<file path="config.mk">
export PLATFORM = sky130hd
export DESIGN_NAME = layer_compositor
export DESIGN_NICKNAME = d
export VERILOG_FILES = /design/src/rtl/compositor_pkg.sv /design/src/rtl/layer_hit.sv /design/src/rtl/layer_compositor.sv
export SDC_FILE = /design/constraint.sdc
export NUM_CORES = 1
export LEC_CHECK = 0
export CAP_MARGIN = 10
export CORE_ASPECT_RATIO = 0.9
export CORE_MARGIN = 5
export CORE_UTILIZATION = 52
export DETAILED_ROUTE_END_ITERATION = 8
export GPL_TIMING_DRIVEN = 0
export HOLD_SLACK_MARGIN = 0.15
export PLACE_DENSITY_LB_ADDON = 0.12
export SKIP_LAST_GASP = 1
export SYNTH_ARGS = -nofsm -noshare
export SYNTH_HDL_FRONTEND = slang
export SYNTH_HIERARCHICAL = 1
export SYNTH_SLANG_ARGS = --single-unit
</file>
<file path="constraint.sdc">
create_clock -name vga_clk -period 6.65 [get_ports vga_clk]
set_clock_uncertainty 0.15 [all_clocks]
set_input_delay 0.665 -clock vga_clk [delete_from_list [all_inputs] [get_ports vga_clk]]
set_output_delay 0.665 -clock vga_clk [all_outputs]
set_load 0.05 [all_outputs]
</file>
<file path="src/rtl/compositor_pkg.sv">
// compositor_pkg: shared types and constants for the layer compositor.
//   pixel_t      : {alpha, rgb} word as returned by a sprite ROM at default width
//   ALPHA_OPAQUE : the only alpha code treated as opaque
//   *_DEF        : default widths/counts used as parameter defaults
package compositor_pkg;

    localparam int NUM_LAYERS_DEF  = 4;
    localparam int COLOR_W_DEF     = 12;
    localparam int X_W_DEF         = 10;
    localparam int Y_W_DEF         = 9;
    localparam int ADDR_W_DEF      = 12;
    localparam int ANIM_FRAMES_DEF = 3;
    localparam int ANIM_PERIOD_DEF = 8;

    localparam logic [3:0] ALPHA_OPAQUE = 4'hF;

    typedef struct packed {
        logic [3:0]             alpha;
        logic [COLOR_W_DEF-1:0] rgb;
    } pixel_t;

endpackage

</file>
<file path="src/rtl/layer_hit.sv">
// layer_hit: one sprite layer's frame-synchronous shadow geometry, hit test
// and ROM address generation. Outputs are registered (pipeline stage S1).
//   vga_clk, clrn          : pixel clock, asynchronous active-low reset
//   frame_start            : loads en/x/y/w/h into the shadow registers
//   en_in, x_in, y_in,
//   w_in, h_in             : live layer geometry (sampled only on frame_start)
//   row_addr, col_addr     : current pixel coordinate
//   hit                    : coordinate lies inside the enabled layer (S1)
//   addr                   : (row-y)*w + (col-x) on a hit, else 0 (S1)
module layer_hit #(
    parameter int X_W    = 10,
    parameter int Y_W    = 9,
    parameter int ADDR_W = 12
) (
    input  logic              vga_clk,
    input  logic              clrn,
    input  logic              frame_start,
    input  logic              en_in,
    input  logic [X_W-1:0]    x_in,
    input  logic [Y_W-1:0]    y_in,
    input  logic [X_W-1:0]    w_in,
    input  logic [Y_W-1:0]    h_in,
    input  logic [Y_W-1:0]    row_addr,
    input  logic [X_W-1:0]    col_addr,
    output logic              hit,
    output logic [ADDR_W-1:0] addr
);

    logic              en_q, en_d;
    logic [X_W-1:0]    x_q, x_d, w_q, w_d;
    logic [Y_W-1:0]    y_q, y_d, h_q, h_d;
    logic              hit_q, hit_d;
    logic [ADDR_W-1:0] addr_q, addr_d;

    logic [X_W:0]   col_ext, x_ext, x_end;
    logic [Y_W:0]   row_ext, y_ext, y_end;
    logic [X_W-1:0] dx;
    logic [Y_W-1:0] dy;

    always_comb begin
        en_d = en_q;
        x_d  = x_q;
        y_d  = y_q;
        w_d  = w_q;
        h_d  = h_q;
        if (frame_start) begin
            en_d = en_in;
            x_d  = x_in;
            y_d  = y_in;
            w_d  = w_in;
            h_d  = h_in;
        end

        // One extra bit so x+w / y+h cannot wrap; w==0 or h==0 gives an
        // empty interval and therefore never hits.
        col_ext = (X_W+1)'(col_addr);
        x_ext   = (X_W+1)'(x_q);
        x_end   = x_ext + (X_W+1)'(w_q);
        row_ext = (Y_W+1)'(row_addr);
        y_ext   = (Y_W+1)'(y_q);
        y_end   = y_ext + (Y_W+1)'(h_q);

        hit_d = en_q && (col_ext >= x_ext) && (col_ext < x_end)
                     && (row_ext >= y_ext) && (row_ext < y_end);

        // Modular arithmetic at ADDR_W bits yields the truncated address
        // directly, regardless of how ADDR_W compares to X_W/Y_W.
        dx     = col_addr - x_q;
        dy     = row_addr - y_q;
        addr_d = hit_d ? (ADDR_W'(dy) * ADDR_W'(w_q) + ADDR_W'(dx)) : '0;
    end

    always_ff @(posedge vga_clk or negedge clrn) begin
        if (!clrn) begin
            en_q   <= 1'b0;
            x_q    <= '0;
            y_q    <= '0;
            w_q    <= '0;
            h_q    <= '0;
            hit_q  <= 1'b0;
            addr_q <= '0;
        end else begin
            en_q   <= en_d;
            x_q    <= x_d;
            y_q    <= y_d;
            w_q    <= w_d;
            h_q    <= h_d;
            hit_q  <= hit_d;
            addr_q <= addr_d;
        end
    end

    assign hit  = hit_q;
    assign addr = addr_q;

endmodule

</file>
<file path="src/rtl/layer_compositor.sv">
// layer_compositor: NUM_LAYERS sprite layers over a background colour.
// S1: per-layer hit test + ROM address (layer_hit instances).
// S2: opacity/priority resolve (layer 0 highest) into rgb_out/hit_mask.
// Also sequences sprite animation cels and flags layer-0 collisions.
//   vga_clk, clrn              : pixel clock, asynchronous active-low reset
//   pix_valid, row_addr,
//   col_addr                   : pixel coordinate from the VGA timing block
//   frame_start                : per-frame pulse (shadow load, animation, collision)
//   anim_hold                  : freeze animation counters
//   layer_en/x/y/w/h           : live layer geometry, packed per layer
//   lyr_addr / lyr_data        : ROM address out (S1) / {alpha,rgb} back in S1
//   bg_rgb                     : background colour, presented in S1
//   anim_cel                   : current animation cel
//   rgb_out, rgb_valid,
//   hit_mask                   : composited output (S2)
//   collision                  : layer 0 overlapped another opaque layer last frame
// Build option: define LAYER_COMPOSITOR_COLLISION_EN to implement the
// collision accumulator; otherwise collision is tied to 0.
module layer_compositor
    import compositor_pkg::*;
#(
    parameter int NUM_LAYERS  = NUM_LAYERS_DEF,
    parameter int COLOR_W     = COLOR_W_DEF,
    parameter int X_W         = X_W_DEF,
    parameter int Y_W         = Y_W_DEF,
    parameter int ADDR_W      = ADDR_W_DEF,
    parameter int ANIM_FRAMES = ANIM_FRAMES_DEF,
    parameter int ANIM_PERIOD = ANIM_PERIOD_DEF,
    localparam int CEL_W      = (ANIM_FRAMES > 1) ? $clog2(ANIM_FRAMES) : 1,
    localparam int CNT_W      = (ANIM_PERIOD > 1) ? $clog2(ANIM_PERIOD) : 1,
    localparam int PIX_W      = 4 + COLOR_W
) (
    input  logic                         vga_clk,
    input  logic                         clrn,
    input  logic                         pix_valid,
    input  logic [Y_W-1:0]               row_addr,
    input  logic [X_W-1:0]               col_addr,
    input  logic                         frame_start,
    input  logic                         anim_hold,
    input  logic [NUM_LAYERS-1:0]        layer_en,
    input  logic [NUM_LAYERS*X_W-1:0]    layer_x,
    input  logic [NUM_LAYERS*X_W-1:0]    layer_w,
    input  logic [NUM_LAYERS*Y_W-1:0]    layer_y,
    input  logic [NUM_LAYERS*Y_W-1:0]    layer_h,
    output logic [NUM_LAYERS*ADDR_W-1:0] lyr_addr,
    input  logic [NUM_LAYERS*PIX_W-1:0]  lyr_data,
    input  logic [COLOR_W-1:0]           bg_rgb,
    output logic [CEL_W-1:0]             anim_cel,
    output logic [COLOR_W-1:0]           rgb_out,
    output logic                         rgb_valid,
    output logic [NUM_LAYERS-1:0]        hit_mask,
    output logic                         collision
);

    logic [NUM_LAYERS-1:0] s1_hit;
    logic [NUM_LAYERS-1:0] opaque;
    logic [COLOR_W-1:0]    lyr_rgb [NUM_LAYERS];
    logic [COLOR_W-1:0]    rgb_sel;

    genvar gi;
    generate
        for (gi = 0; gi < NUM_LAYERS; gi++) begin : g_layer
            layer_hit #(
                .X_W    (X_W),
                .Y_W    (Y_W),
                .ADDR_W (ADDR_W)
            ) u_layer_hit (
                .vga_clk     (vga_clk),
                .clrn        (clrn),
                .frame_start (frame_start),
                .en_in       (layer_en[gi]),
                .x_in        (layer_x[gi*X_W +: X_W]),
                .y_in        (layer_y[gi*Y_W +: Y_W]),
                .w_in        (layer_w[gi*X_W +: X_W]),
                .h_in        (layer_h[gi*Y_W +: Y_W]),
                .row_addr    (row_addr),
                .col_addr    (col_addr),
                .hit         (s1_hit[gi]),
                .addr        (lyr_addr[gi*ADDR_W +: ADDR_W])
            );
            assign opaque[gi]  = s1_hit[gi] &&
                                 (lyr_data[gi*PIX_W+COLOR_W +: 4] == ALPHA_OPAQUE);
            assign lyr_rgb[gi] = lyr_data[gi*PIX_W +: COLOR_W];
        end
    endgenerate

    // Scan from lowest priority upward so the lowest-index opaque layer wins.
    always_comb begin
        rgb_sel = bg_rgb;
        for (int i = NUM_LAYERS - 1; i >= 0; i--) begin
            if (opaque[i]) rgb_sel = lyr_rgb[i];
        end
    end

    // ---------------- S1 valid and S2 output registers ----------------
    logic                  s1_valid_q, s1_valid_d;
    logic                  rgb_valid_q, rgb_valid_d;
    logic [COLOR_W-1:0]    rgb_out_q, rgb_out_d;
    logic [NUM_LAYERS-1:0] hit_mask_q, hit_mask_d;

    always_comb begin
        s1_valid_d  = pix_valid;
        rgb_valid_d = s1_valid_q;
        rgb_out_d   = s1_valid_q ? rgb_sel : '0;
        hit_mask_d  = s1_valid_q ? opaque  : '0;
    end

    always_ff @(posedge vga_clk or negedge clrn) begin
        if (!clrn) begin
            s1_valid_q  <= 1'b0;
            rgb_valid_q <= 1'b0;
            rgb_out_q   <= '0;
            hit_mask_q  <= '0;
        end else begin
            s1_valid_q  <= s1_valid_d;
            rgb_valid_q <= rgb_valid_d;
            rgb_out_q   <= rgb_out_d;
            hit_mask_q  <= hit_mask_d;
        end
    end

    assign rgb_out   = rgb_out_q;
    assign rgb_valid = rgb_valid_q;
    assign hit_mask  = hit_mask_q;

    // ---------------- Animation ----------------
    logic [CNT_W-1:0] frame_cnt_q, frame_cnt_d;
    logic [CEL_W-1:0] anim_cel_q, anim_cel_d;

    always_comb begin
        frame_cnt_d = frame_cnt_q;
        anim_cel_d  = anim_cel_q;
        if (frame_start && !anim_hold) begin
            if (frame_cnt_q == CNT_W'(ANIM_PERIOD - 1)) begin
                frame_cnt_d = '0;
                anim_cel_d  = (anim_cel_q == CEL_W'(ANIM_FRAMES - 1)) ? '0
                                                                      : anim_cel_q + CEL_W'(1);
            end else begin
                frame_cnt_d = frame_cnt_q + CNT_W'(1);
            end
        end
    end

    always_ff @(posedge vga_clk or negedge clrn) begin
        if (!clrn) begin
            frame_cnt_q <= '0;
            anim_cel_q  <= '0;
        end else begin
            frame_cnt_q <= frame_cnt_d;
            anim_cel_q  <= anim_cel_d;
        end
    end

    assign anim_cel = anim_cel_q;

    // ---------------- Collision ----------------
`ifdef LAYER_COMPOSITOR_COLLISION_EN
    logic coll_hit;
    logic coll_acc_q, coll_acc_d;
    logic collision_q, collision_d;

    // Layer 0 opaque together with any other opaque layer on an S2 pixel.
    assign coll_hit = hit_mask_q[0] && (|(hit_mask_q >> 1));

    always_comb begin
        coll_acc_d  = coll_acc_q | coll_hit;
        collision_d = collision_q;
        if (frame_start) begin
            collision_d = coll_acc_q;
            coll_acc_d  = coll_hit;   // a hit on the boundary cycle belongs to the new frame
        end
    end

    always_ff @(posedge vga_clk or negedge clrn) begin
        if (!clrn) begin
            coll_acc_q  <= 1'b0;
            collision_q <= 1'b0;
        end else begin
            coll_acc_q  <= coll_acc_d;
            collision_q <= collision_d;
        end
    end

    assign collision = collision_q;
`else
    assign collision = 1'b0;
`endif

endmodule

</file>
==> results.py, run 1 <==
metrics = {
    "critical_path": {
        "cp_slowest_stage_delay_ps": 560,
        "criticalPathCategory": "in2reg",
        "timing.rr.start": "g_layer[1].u_layer_hit/y_q[0]",
        "cp_common_cell": "fa_1",
        "endpoint_kind": "flop",
        "worstPathArrival_ps": 6790,
        "crit_required_ps": 6980,
        "r2r_slack_ps": 200,
        "crit_family": "adder cells",
        "r2r-end": "g_layer[1].u_layer_hit/addr[11]",
        "critical-path-slowest-cell": "fa_1",
        "crit_path_start_kind": "input port",
        "reg2reg_depth": 25,
        "cp_num_buf_inv": 5,
        "cp_max_fo": 7,
    },
    "detailed_routing": {
        "avgViaCountPerCell": 5.53,
        "wl_per_cell_um": 19.5,
        "remaining_drc_errors": 0,
        "first_pass_iters": 7,
        "ant_nets": 0,
        "drt-total-wl_um": 72400,
        "vias": 20500,
        "drt_iter0_drc": 1436,
    },
    "global_routing": {
        "grt_pass1_vias": 21600,
        "overflow": 0,
        "grt_pass1_wl_um": 116000,
        "grtUsageTotal_pct": 27.4,
        "grt_max_degree": 117,
        "antenna_found_initial": 11,
    },
    "run_status": {
        "outcome": "finished clean",
    },
    "logic_synthesis": {
        "ys.flop_type": "dfrtp_1",
        "synth_area_leaders": "dfrtp_1, ha_1, fa_1, inv_1, mux2_2",
        "ys_ff_latch": 231,
        "synthCells": 2698,
        "synth_cell_types": 85,
        "synth_fp_nets": 3484,
        "synth-edff-count": 0,
        "yosysMostFrequentCell": "inv_1",
        "netlist_area_sq_um": 25200,
        "yosysSeqAreaShare_pct": 22.9,
        "avgSynthCellArea_sq_um": 9.35,
        "yosys-top-cells-count": "inv_1, ha_1, nand2_1",
        "yosys.area.top_type": "dfrtp_1",
        "async_reset_ff_share_pct": 100,
        "yosys.area.top_type_share_pct": 22.9,
        "yosysWarnings": 6,
    },
    "placement": {
        "dpl_cell_area_sq_um": 29300,
        "numPortBuffers": 322,
        "dpl_worst_slack_ps": -1830,
        "hpwlAfterDp_um": 58200,
        "gp_congestion": 0.911,
    },
    "timing": {
        "relSlewSlack_pct": 29.3,
        "tns_ps": 0,
        "hold_viol": 0,
        "setup_viol": 0,
        "timing.fmax_ghz": 0.155,
        "post-route-min-period_ps": 6460,
        "fin_crit_sh_pct": 97.2,
        "tightest_slew_ps": 1060,
        "report.final.slew_viol_count": 0,
        "rsz0062_at_grt": "yes",
        "layout_setup_ws_ps": 187,
    },
    "layout": {
        "layout.nets": 3843,
        "syn2layout_area_growth_pct": 21.2,
        "drive_gt1_share_pct": 8.60,
        "design_area_sq_um": 30600,
    },
    "cts": {
        "clk_pin_slew_ps": 60,
        "cts_max_level": 1,
        "clockBufferDepth": 3,
        "cts_buffers": 30,
        "cts_root_buf": "clkbuf_16",
        "cts_num_sinks": 231,
        "clk_latency_ps": 590,
        "tritoncts": "yes",
    },
    "power": {
        "power_density_nw_per_um2": 545,
        "ir_drop_mv": 0.626,
        "p_leak_nw": 14.7,
    },
    "die": {
        "dieArea_sq_um": 53000,
        "num_io_pins": 324,
        "core_sq_um": 47900,
        "die_y_um": 219,
        "rows": 76,
        "start_util_pct": 52.6,
        "die_w_um": 242,
    },
    "hold_path": {
        "hp-class": "in2async",
    },
    "job": {
        "cap_violations": 0,
    },
}
==> stage by stage <==
step	total power, mW	hold WS [ps]	instances	util, %
2_1_floorplan	12.2	219	2698	-
3_3_place_gp	14.4	336	3644	61.0
3_5_place_dp	14.8	317	3646	61.1
4_1_cts	16.8	282	3702	63.5
5_1_grt	18.6	312	3708	63.8
6_report	16.7	309	3708	63.8
==> sequential cells by signal, summed over array words and instances (netlist names) <==
register	cells
anim_cel	2
frame_cnt_q	3
g_layer.u_layer_hit/addr	48
g_layer.u_layer_hit/en_q	4
g_layer.u_layer_hit/h_q	36
g_layer.u_layer_hit/hit	4
g_layer.u_layer_hit/w_q	40
g_layer.u_layer_hit/x_q	40
g_layer.u_layer_hit/y_q	36
hit_mask	4
rgb_out	12
rgb_valid	1
rgb_valid_d	1
==> area by class of cell <==
type | count | area (sq um)
multi-input cells | 2025 | 18000
fillers | 4018 | 17300
flip-flops and latches | 231 | 5780
repair buffers | 331 | 3320
inverters | 371 | 1390
clock buffers | 41 | 883
well taps | 624 | 781
plain buffers | 67 | 299
clock inverters | 15 | 128
diodes | 3 | 7.51
==> where the power goes <==
group | total, mW | internal [mW] | switching, mW
sequential | 1.71 | 1.58 | 0.135
combinational | 13.3 | 6.32 | 6.95
clock | 1.68 | 0.998 | 0.684
==> worst max-delay path by stage <==
stage,depth (start not counted),end,start,slack (ps)
after floorplan,26,g_layer[0].u_layer_hit/addr[11],row_addr[0],90
after global placement,1,g_layer[2].u_layer_hit/w_q[8],clrn,-5470
after detailed placement,23,g_layer[0].u_layer_hit/addr[11],row_addr[1],-1830
after CTS,23,g_layer[0].u_layer_hit/addr[11],g_layer[0].u_layer_hit/y_q[0],-60
after global routing,25,g_layer[1].u_layer_hit/addr[11],g_layer[1].u_layer_hit/y_q[0],-60
final,27,g_layer[1].u_layer_hit/addr[11],row_addr[0],190
==> worst reg2reg max path: stages (launching register included) <==
cell	delay (ps)
dfrtp_1	360
ha_1	170
inv_1	50
fa_1	440
nand3_1	180
a21boi_1	130
o21a_1	200
nor2_2	130
xnor2_2	120
and2_1	190
fa_1	480
inv_1	60
fa_1	510
fa_1	560
inv_1	70
fa_1	550
ha_1	210
xor2_2	280
xnor2_4	170
xnor2_2	140
xnor2_1	140
xnor3_2	450
xnor3_1	240
xnor2_2	210
xnor2_1	150
nor2_1	60
==> metal layers <==
layer | share of wire (%) | wire, um | vias to the layer above | track usage [%]
li1 | - | - | 9767 | -
met1 | 42 | 30100 | 9970 | 34.8
met2 | 47 | 34300 | 596 | 46.8
met3 | 6.4 | 4650 | 168 | 5.42
met4 | 4.6 | 3320 | 12 | 10.7
met5 | 0.098 | 71 | - | 0
==> cells in the final DEF (no fill, tap or decap), types with 8 or more instances in the layout <==
master / netlist / layout
nand3_1: 35 / 34
o21ai_1: 13 / 13
o21ai_0: 136 / 136
inv_1: 367 / 366
clkdlybuf4s50_1: 0 / 312
a21boi_0: 17 / 15
nor2_1: 102 / 100
xor2_1: 54 / 48
a211oi_1: 12 / 12
mux2_2: 91 / 91
a31oi_1: 19 / 19
nand2b_1: 55 / 55
clkbuf_1: 58 / 57
a21boi_1: 10 / 9
nor3_1: 30 / 26
o21bai_1: 31 / 31
a21o_1: 48 / 48
xnor2_2: 3 / 14
dfrtp_1: 231 / 231
nand2_1: 244 / 244
nor2b_1: 33 / 32
clkinv_2: 0 / 12
nand3b_1: 15 / 15
and2_1: 114 / 114
clkbuf_16: 0 / 31
or2_2: 8 / 8
nand4_1: 15 / 15
fa_1: 192 / 190
o311ai_1: 12 / 12
xnor2_1: 105 / 94
o21a_1: 14 / 14
a21oi_1: 130 / 127
ha_1: 338 / 330
xor2_2: 4 / 9
and3_1: 19 / 19
o211ai_1: 13 / 13
==> timing repair <==
action / 4_1_cts / 5_1_grt
gates resized for setup: 52 / 33
pin swaps: 6 / 11
setup buffers: 2 / 4
endpoints found under the setup margin: 11 / 4
cloned: 0 / 0
hold endpoints to repair: 231 / 0
hold buffers: 1 / 0
==> cells by family after synthesis <==
family          share of synthesized area, %
flops                                   22.9
mux                                     4.43
simple gates                            14.5
buf+inv                                 6.76
other cells                           0.0149
compound gates                          12.3
xor+xnor                                7.02
fa+ha+maj                               32.0
Note: power is estimated with default switching activity, not from simulation.
==> inputs of run 2 (changes only) <==
Settings changed: CTS_BUF_LIST set to sky130_fd_sc_hd__clkbuf_16, PLACE_DENSITY set to 0.79, PLACE_DENSITY_LB_ADDON 0.12 to unset.
==> run 2 against run 1 <==
  * Wire length up 1.9%
  * Die area unchanged
  * Combinational power about the same
  * Sequential share of layout area up 0.064 points
  * Setup slack worse by 90 ps
  * First-iteration DRC count down 17%
  * Largest cell class unchanged
  * Largest power group unchanged
  * Highest routed layer unchanged
==> results.py, run 2 (synthesized netlist as in run 1, its figures left out) <==
metrics = {
    "cts": {
        "cts_root_buf": "clkbuf_16",
        "cts_num_sinks": 231,
        "cts_max_level": 1,
        "clk_latency_ps": 590,
        "clockBufferDepth": 3,
        "cts_buffers": 30,
        "clk_pin_slew_ps": 60,
        "tritoncts": "yes",
    },
    "detailed_routing": {
        "avgViaCountPerCell": 5.64,
        "drt_iter0_drc": 1187,
        "vias": 20900,
        "drt-total-wl_um": 73800,
        "ant_nets": 0,
        "first_pass_iters": 5,
        "wl_per_cell_um": 19.9,
        "remaining_drc_errors": 0,
    },
    "critical_path": {
        "worstPathArrival_ps": 6860,
        "crit_start": "row_addr[3]",
        "crit_family": "adder cells",
        "cp_max_fo": 8,
        "cp_common_cell": "fa_1",
        "crit_required_ps": 6960,
        "cp_slowest_stage_delay_ps": 550,
        "endpoint_kind": "flop",
        "cp_num_buf_inv": 3,
        "critical-path-slowest-cell": "fa_1",
        "path_cells": "clkdlybuf4s18_2 -> ha_2 -> a21oi_1 -> a21boi_1 -> o21a_1 -> nor2_2 -> xnor2_2 -> and2_1 -> fa_1 -> inv_1 -> fa_1 -> fa_1 -> inv_1 -> fa_1 -> ha_1 -> xor2_2 -> xnor2_4 -> xnor2_2 -> xnor2_1 -> xnor3_2 -> xnor3_1 -> xnor2_2 -> xnor2_1 -> nor2_1",
        "crit_path_start_kind": "input port",
        "timing.rr.start": "g_layer[1].u_layer_hit/y_q[0]",
        "criticalPathCategory": "in2reg",
    },
    "global_routing": {
        "grt_max_degree": 103,
        "overflow": 0,
        "busiest_layer": "met2",
        "grtUsageTotal_pct": 27.7,
        "grt_pass1_vias": 22400,
        "grt_pass1_wl_um": 118000,
        "gr-usage-met2_pct": 49.1,
        "use_met3_pct": 5.13,
        "met1_usage_pct": 33.8,
        "antenna_found_initial": 7,
    },
    "layout": {
        "largest_reg_flops": 48,
        "final_cell_mix": "inv_1, ha_1, clkdlybuf4s50_1",
        "seq_area_sq_um": 5780,
        "layout.cells.non_filler": 3703,
        "fillers": 3984,
        "layout.nets": 3839,
        "drive_gt1_share_pct": 7.90,
        "multiInputGateArea_sq_um": 17900,
        "syn2layout_area_growth_pct": 20.8,
        "final_common_cell": "inv_1",
    },
    "die": {
        "num_io_pins": 324,
        "die_w_um": 242,
        "dieArea_sq_um": 53000,
        "core_sq_um": 47900,
        "die_y_um": 219,
        "rows": 76,
        "start_util_pct": 52.6,
    },
    "timing": {
        "tightest_slew_ps": 1060,
        "hold_viol": 0,
        "timing.fmax_ghz": 0.153,
        "report.final.slew_viol_count": 0,
        "relSlewSlack_pct": 28.9,
        "layout_setup_ws_ps": 97.1,
        "rsz0062_at_grt": "yes",
        "post-route-min-period_ps": 6550,
        "fin_crit_sh_pct": 98.5,
        "setup_viol": 0,
        "whs_ps": 361,
    },
    "run_status": {
        "outcome": "finished clean",
    },
    "power": {
        "internal-power_mw": 8.79,
        "p_leak_nw": 14.6,
        "clockPowerShare_pct": 9.9,
        "switchingPower_mw": 7.72,
        "switching_share_pct": 46.8,
        "power_density_nw_per_um2": 541,
        "power_frac_comb_pct": 79.7,
        "power_frac_seq_pct": 10.4,
        "ir_drop_mv": 0.779,
    },
    "placement": {
        "gp_congestion": 0.946,
        "place_inst": 3646,
        "numPortBuffers": 322,
        "hpwlAfterDp_um": 59300,
        "dpl_worst_slack_ps": -1730,
    },
    "hold_path": {
        "hold_start": "anim_cel[1]",
        "hp-class": "reg2reg",
    },
    "job": {
        "cap_violations": 0,
    },
}
## run 2: cell types whose count changed in the layout (fill, tap and decap cells not counted), sizes merged
| cell | delta |
|---|---|
| diode | -1 |
| clkdlybuf4s50 | +1 |
| clkdlybuf4s18 | +1 |
| inv | +5 |
| dlymetal6s2s | -1 |
| bufinv | +1 |
| clkinvlp | +4 |
| clkbuf | -12 |
| buf | -3 |
## run 2: worst paths after layout
kind                       slack [ps]  cells past startpoint                              end
setup reg to reg                  190                     25  g_layer[1].u_layer_hit/addr[11]
hold reg to reg                   360                      1                      anim_cel[1]
setup / recovery                  100                     24  g_layer[1].u_layer_hit/addr[11]
min in group asynchronous         470                      2                       rgb_out[0]
hold / removal                    360                      1                      anim_cel[1]
max in group asynchronous        4990                      3    g_layer[2].u_layer_hit/w_q[8]
## run 2: power groups by stage
stage / combinational, mW / clock [mW] / sequential (mW)
global route: 14.9 / 1.73 / 1.73
detailed placement: 13.0 / 0 / 1.74
global placement: 12.6 / 0 / 1.74
finish: 13.1 / 1.64 / 1.72
floorplan: 10.3 / 0 / 1.89
CTS: 13.2 / 1.67 / 1.71
## run 2: layout make-up
class	instances	area share, %
sequential	231	19.0
antenna	2	0.0164
clock inverter	25	0.681
multi-input combinational	2025	58.9
timing repair buffer	327	10.8
buffer	67	0.981
tap	624	2.56
inverter	371	4.57
clock buffer	31	2.54
## run 2: layer usage
metal  vias to the layer above  part of all wire (%)
met1                     10200                    40
li1                       9738                     -
met2                       755                    49
met4                        12                   4.4
met5                         -                  0.10
met3                       193                   6.8
## run 2: repair_timing
action	CTS	global route
resized for setup	42	30
setup buffers	1	1
endpoints found under the setup margin	12	4
gates cloned	0	0
hold buffers	1	0
endpoints found under the hold margin	52	0
pin swaps	4	8
## run 2: through the flow
step | utilization, % | power, mW | TNS (ps) | instance area [sq um]
floorplan | - | 12.2 | 0 | 25200
global placement | 61.0 | 14.3 | -1240370 | 29200
detailed placement | 61.1 | 14.8 | -15580 | 29300
CTS | 63.3 | 16.6 | 0 | 30400
global route | 63.6 | 18.3 | -122 | 30500
finish | 63.6 | 16.5 | 0 | 30500
